[src/rtl/uart_rx_os16_pkg.sv]
// rtl/uart_rx_os16_pkg.sv - shared UART constants and receiver state encoding
package uart_rx_os16_pkg;

  // Oversampling ratio shared by the receiver and the transmitter.
  localparam int OS_DEFAULT = 16;
  // 8N1 frame: start + 8 data + stop.
  localparam int FRAME_BITS = 10;
  localparam int DATA_BITS  = 8;

  typedef enum logic [2:0] {
    ST_IDLE      = 3'd0,
    ST_START     = 3'd1,
    ST_DATA      = 3'd2,
    ST_STOP      = 3'd3,
    ST_WAIT_IDLE = 3'd4
  } rx_state_e;

endpackage

[src/rtl/uart_rx_os16_sync_ff.sv]
// rtl/uart_rx_os16_sync_ff.sv - multi-flop synchronizer for the rxd line, resets to idle-high
module uart_rx_os16_sync_ff #(
  parameter int STAGES = 2
) (
  input  logic clk,
  input  logic rst_n,
  input  logic d_i,
  output logic q_o
);

  logic [STAGES-1:0] sync_q;

  // Shift chain; reset to all ones so the line looks idle during reset.
  always_ff @(posedge clk) begin
    if (!rst_n) begin
      sync_q <= '1;
    end else begin
      sync_q <= (sync_q << 1) | STAGES'(d_i);
    end
  end

  assign q_o = sync_q[STAGES-1];

endmodule

[src/rtl/uart_rx_os16.sv]
// rtl/uart_rx_os16.sv - 8N1 UART receiver with OS-times oversampling and framing-error report
module uart_rx_os16
  import uart_rx_os16_pkg::*;
#(
  parameter int OS          = OS_DEFAULT,
  parameter int SYNC_STAGES = 2
) (
  input  logic       clk,
  input  logic       rst_n,
  input  logic       clk_bd,
  input  logic       rxd,
  output logic [7:0] dataout,
  output logic       rdsig,
  output logic       frame_err,
  output logic       busy
);

  localparam int TW = (OS > 1) ? $clog2(OS) : 1;
  // Mid-point of the start bit and last tick of a full bit period.
  localparam logic [TW-1:0] TICK_MID  = TW'(OS / 2 - 1);
  localparam logic [TW-1:0] TICK_LAST = TW'(OS - 1);

  logic            rxs;
  rx_state_e       state_q, state_d;
  logic [TW-1:0]   tick_q, tick_d;
  logic [2:0]      bit_q, bit_d;
  logic [7:0]      shift_q, shift_d;
  logic [7:0]      dataout_q, dataout_d;
  logic            rdsig_q, rdsig_d;
  logic            ferr_q, ferr_d;

  uart_rx_os16_sync_ff #(
    .STAGES (SYNC_STAGES)
  ) u_sync (
    .clk   (clk),
    .rst_n (rst_n),
    .d_i   (rxd),
    .q_o   (rxs)
  );

  // State and datapath registers; pulses are registered so they last exactly one clk.
  always_ff @(posedge clk) begin
    if (!rst_n) begin
      state_q   <= ST_IDLE;
      tick_q    <= '0;
      bit_q     <= '0;
      shift_q   <= '0;
      dataout_q <= '0;
      rdsig_q   <= 1'b0;
      ferr_q    <= 1'b0;
    end else begin
      state_q   <= state_d;
      tick_q    <= tick_d;
      bit_q     <= bit_d;
      shift_q   <= shift_d;
      dataout_q <= dataout_d;
      rdsig_q   <= rdsig_d;
      ferr_q    <= ferr_d;
    end
  end

  // Next-state logic; everything holds unless an oversample tick is present.
  always_comb begin
    state_d   = state_q;
    tick_d    = tick_q;
    bit_d     = bit_q;
    shift_d   = shift_q;
    dataout_d = dataout_q;
    rdsig_d   = 1'b0;
    ferr_d    = 1'b0;
    if (clk_bd) begin
      case (state_q)
        ST_IDLE: begin
          if (!rxs) begin
            state_d = ST_START;
            tick_d  = '0;
          end
        end
        ST_START: begin
          if (tick_q == TICK_MID) begin
            // Line must still be low at mid start bit, otherwise it was a glitch.
            if (!rxs) begin
              state_d = ST_DATA;
              tick_d  = '0;
              bit_d   = '0;
            end else begin
              state_d = ST_IDLE;
            end
          end else begin
            tick_d = tick_q + 1'b1;
          end
        end
        ST_DATA: begin
          if (tick_q == TICK_LAST) begin
            tick_d  = '0;
            shift_d = {rxs, shift_q[7:1]};
            bit_d   = bit_q + 3'd1;
            if (bit_q == 3'd7) begin
              state_d = ST_STOP;
            end
          end else begin
            tick_d = tick_q + 1'b1;
          end
        end
        ST_STOP: begin
          if (tick_q == TICK_LAST) begin
            tick_d = '0;
            if (rxs) begin
              dataout_d = shift_q;
              rdsig_d   = 1'b1;
              state_d   = ST_IDLE;
            end else begin
              ferr_d  = 1'b1;
              state_d = ST_WAIT_IDLE;
            end
          end else begin
            tick_d = tick_q + 1'b1;
          end
        end
        ST_WAIT_IDLE: begin
          // Sit out a break until the line returns high.
          if (rxs) begin
            state_d = ST_IDLE;
          end
        end
        default: begin
          state_d = ST_IDLE;
        end
      endcase
    end
  end

  assign dataout   = dataout_q;
  assign rdsig     = rdsig_q;
  assign frame_err = ferr_q;
  assign busy      = (state_q != ST_IDLE);

endmodule

[config.mk]
export PLATFORM = sky130hd
export DESIGN_NAME = uart_rx_os16
export DESIGN_NICKNAME = d
export VERILOG_FILES = /design/src/rtl/uart_rx_os16_pkg.sv /design/src/rtl/uart_rx_os16_sync_ff.sv /design/src/rtl/uart_rx_os16.sv
export SDC_FILE = /design/constraint.sdc
export NUM_CORES = 1
export LEC_CHECK = 0
export BUFFER_PORTS_ARGS = -buffer_cell sky130_fd_sc_hd__buf_2
export CAP_MARGIN = 20
export CORE_MARGIN = 2
export CORE_UTILIZATION = 50
export CTS_BUF_LIST = sky130_fd_sc_hd__clkbuf_8
export DETAILED_ROUTE_END_ITERATION = 7
export PLACE_DENSITY = 0.69
export SLEW_MARGIN = 0
export SYNTH_ARGS = -nofsm -noshare
export SYNTH_HDL_FRONTEND = slang
export SYNTH_SLANG_ARGS = --single-unit
[constraint.sdc]
create_clock -name clk -period 4.02 [get_ports clk]
set_input_delay 0.804 -clock clk [delete_from_list [all_inputs] [get_ports clk]]
set_output_delay 0.804 -clock clk [all_outputs]
set_load 0.05 [all_outputs]
Yosys cells after proc, flatten, opt, wreduce, memory -nomap -nowiden

Index checks and enable logic that the tools add are counted.

Logic and storage cells: 55
Bits in registers: 30
Output and inout bits: 11
Input port bits: 4

Bitwise operators: 1
Add/sub/neg operators: 2
Multiplexer cells: 19
Reductions and logical operators: 11
Equal/unequal tests: 14

Operator list:

| cell                                                                    | count |
|---|---|
| 3-bit 2-to-1 mux                                                        | 10 |
| 3-bit case mux with 5 select lines                                      | 1 |
| 4-bit 2-to-1 mux                                                        | 3 |
| 2-bit inequality test, second input constant                            | 6 |
| 4-bit case mux with 3 select lines                                      | 1 |
| 4-bit AND reduction                                                     | 2 |
| 7-bit AND reduction                                                     | 1 |
| 3-bit by 2-bit equality test with 1-bit output, second input constant   | 2 |
| 3-bit equality test, second input constant                              | 2 |
| 3-bit case mux with 2 select lines                                      | 1 |
| 3-bit nonzero test                                                      | 2 |
| 5-bit AND reduction                                                     | 1 |
| 4-bit by 1-bit adder with 4-bit output, second input constant           | 1 |
| 4-bit by 3-bit equality test with 1-bit output, second input constant   | 1 |
| 4-bit equality test, second input constant                              | 1 |
| 3-bit by 1-bit adder with 3-bit output, second input constant           | 1 |
| 3-bit by 1-bit equality test with 1-bit output, second input constant   | 1 |
| 3-bit logical NOT                                                       | 1 |
| 3-bit AND reduction                                                     | 1 |
| 1-bit 2-to-1 mux                                                        | 2 |
| 2-bit 2-to-1 mux                                                        | 1 |
| 2-bit by 1-bit inequality test with 1-bit output, second input constant | 1 |
| 2-bit by 1-bit OR with 2-bit output                                     | 1 |
| 2-bit AND reduction                                                     | 1 |
| other kinds (2)                                                         | 2 |

Depth between registers and ports, before layout

Depth in word-level cells: 4
Depth in mapped cells: 6
Gate-level depth less buffers: 6

Hierarchy

Synthesis repeated with hierarchy kept, for this count alone.

Cells, all modules: 145
Area, all modules: 1336.3 µm²

By module, submodules not included:

| module               | area an instance (µm²) | times used | sequential area each (µm²) | cells an instance |
|---|---|---|---|---|
| uart_rx_os16         | 1283.7                 | 1          | 560.5                      | 141 |
| uart_rx_os16_sync_ff | 52.6                   | 1          | 40.0                       | 4 |

Worst setup path after synthesis

No wires, ideal clock.

Path kind: reg2out
Start: register state_q[1]
End: output busy
Stages on the path, launching flop included: 4
Buffers on the path: 2
Path slack: 2039 ps
Data required time: 3216 ps
Arrival: 1177 ps
Cell sequence: dfxtp_1 > buf_4 > buf_2 > or3_1

Word-level cells in the longest chain between the ends: 1

Ends and longest elaborated chain:

| element                | line                | RTL |
|---|---|---|
| from (decl)            | uart_rx_os16.sv:24  | `rx_state_e state_q, state_d;` |
| from (signal assigned) | uart_rx_os16.sv:52  | `state_q <= state_d;` |
| 3-bit nonzero test     | uart_rx_os16.sv:136 | `assign busy = (state_q != ST_IDLE);` |
| to (decl)              | uart_rx_os16.sv:15  | `output logic busy` |

No other way between the ends.

Final worst setup path

Same ends and word-level chain as after synthesis.

==> impl_results.md <==
* Core area at 2760 um^2
* Final hold viol count at 0
* Root Buffer: clkbuf_8
* Setup crit start kind: flip-flop
* DR pass1 iterations at 4
* Status: complete, no violations
* Total CTS buffers at 5
* Reg2Reg Depth at 4
* Fin Setup TNS at 0 ps
* H-tree Lvls at 2
* Pre-CTS WS at 1990 ps
* CP max FO at 17
* Final Net Count at between 150 and 200
* Share of post-route cells with drive strength above 1 at 18.5%
* Detailed Place HPWL at about 1800 um
* Ant diodes at 0
* Ports at 15
* Post-synth top area cell: dfxtp_1
* Hold-fix buffers at CTS at 0
* Cell Area, Placed at roughly 1500 um^2
* Ys async rst share at 0%
* CP Capture Type: output port
* Clock Skew at 3.06 ps
* GRT overflow at 0
* WP data arrival at 1430 ps
* Worst hold stages at 1
* Cell area after layout at 1580 um^2
* WL final at 2560 um
* Die Area at roughly 3300 um^2
* Buffer depth of the longest clock path at 2
* Vias per cell at 5.61
* Worst Path Required at approximately 3200 ps
* Top post-synthesis cells by area: dfxtp_1 (41%), mux2i_1 (14%), nor2b_1 (8.2%)
* # clock sinks at 30
* PwrDens at 343 nW/um^2
* Number of synthesized register bits at 30
* Final setup margin at 1780 ps
* Post-CTS sizing at 0
* Fin. max-slew vios at 0
* Post-Syn Nets at roughly 150
* Post-synth top area share at 41.4%
* First-pass GRT wire length at 4400 um
* Area added between synthesis and finish at 8.71%
* All-Layer GR Usage at between 10% and 20%
* Maxcap violations at 0
* Ys flop type: dfxtp_1
* Clock-pin slew on the worst setup and hold paths at 60 ps
* Worst skew pair latency at 270 ps
* Via count at 1055
* Core Util, Final at 57.2%
* Most common cell after layout, fill and taps aside: dfxtp_1
* Pleak at 0.612 nW
* Post-Syn Area at roughly 1500 um^2
* Critical Setup Path Class: flip-flop to output port
* DR WL/cell at roughly 14 um
* Max Clock Freq at 447 MHz
* Maximum number of pins on one net before global-route repair at 34
* Initial antenna violation count at 0
* WHS Endpoint: u_sync.sync_q[1]
* Peak VDD IR at roughly 280 uV
* Register area at 601 um^2
* Initial drt markers at 14
* Port bufs at 14
* Seq/Total Area, Yosys at about two fifths
* Vias in the first global route at 992
* Hold Crit Class: flip-flop to flip-flop
* Die Y at 57.9 um
* Worst hold path startpoint: u_sync.sync_q[0]
* Final worst path period share at 55.6%
* CTS tree: done
* Worst r2r src: state_q[1]
* Dpl cells at 181
* Flop2flop setup slack at 2070 ps
* Slew Limit Headroom at 59.2%
* FF-to-FF End: dataout[0]
* Post-CTS Setup Inserts at 0
* Most frequent cells in the layout: dfxtp_1 (30), mux2i_1 (21), nor2b_1 (19)
* Post-synth EDFFs at 0
* Worst setup path start: state_q[1]
* DRT antenna net count at 0
* Tmin final at 2240 ps
* Avg Cell Area, Syn at 10.0 um^2
* Final setup fails at 0
* Chip Width at 57.9 um
* Post-Synthesis Cells at 145
* Yosys synthesis warning count at 0
* Initial Utilization at 52.6%
* Non-filler cells, final at 188
* Rows at 19
* GPL Wtd Cong at 0.894
* Worst-Margin Slew at around 610 ps
* Residual DRC count at 0
* Multi-input logic area at 788 um^2
* RSZ-0062 raised after global routing: false
* Fillers at about 250
* Unique cell type count in the Yosys netlist at 39
## synthesized netlist by cell type (3+ instances only)
cell type / count
dfxtp_1: 30
mux2i_1: 21
nor2b_1: 19
nand2_1: 8
o21ai_0: 7
nor2_1: 6
nand2b_1: 5
buf_2: 3
ha_1: 3
o211ai_1: 3
## sequential cells by signal (all words and copies together) (netlist names)
name           flops
bit_q              3
frame_err          1
tick_q             4
dataout            8
state_q            3
shift_q            8
u_sync.sync_q      2
rdsig              1
## critical path, cell delays in order (launching register included)
cell     delay [ps]
dfxtp_1         710
or3_1           200
buf_2           250
## routing by layer
layer | track usage, % | vias to the layer above | part of all wire, %
li1 | - | 536 | -
met1 | 23.2 | 504 | 51
met2 | 25.2 | 13 | 46
met3 | 6.03 | 2 | 2.8
met4 | 6.98 | 0 | 0.67
met5 | 0 | - | 0
## kinds of logic after synthesis
family	after synthesis	synth area share, %
compound gates	19	8.63
fa+ha+maj	3	2.59
flops	30	41.4
buf+inv	9	4.23
mux	21	14.5
xor+xnor	1	0.604
simple gates	62	28.0
## report_power, final
group          total [mW]  switching [mW]  internal (mW)
registers           0.301         0.00207          0.299
logic              0.0197          0.0116        0.00805
clock network       0.220           0.104          0.116
total               0.540           0.118          0.423
## cell type report
class	count	area share [%]
clock inverter	2	0.635
sequential	30	38.1
timing repair buffer	14	4.44
tap	31	2.46
clock buffer	5	4.37
multi-input combinational	106	50.0
## worst max path at each step
stage	to	slack [ps]	cells after the start
CTS	busy	1780	2
floorplan	busy	2040	3
finish	busy	1780	2
global placement	dataout[0]	2050	5
detailed placement	dataout[0]	1990	5
global route	busy	1710	2
## stage by stage
stage,hold slack [ps],total power [mW]
floorplan,386,0.323
global placement,393,0.327
detailed placement,397,0.327
CTS,417,0.547
global route,436,0.563
finish,411,0.540
Power figures use the tool's default switching activity.
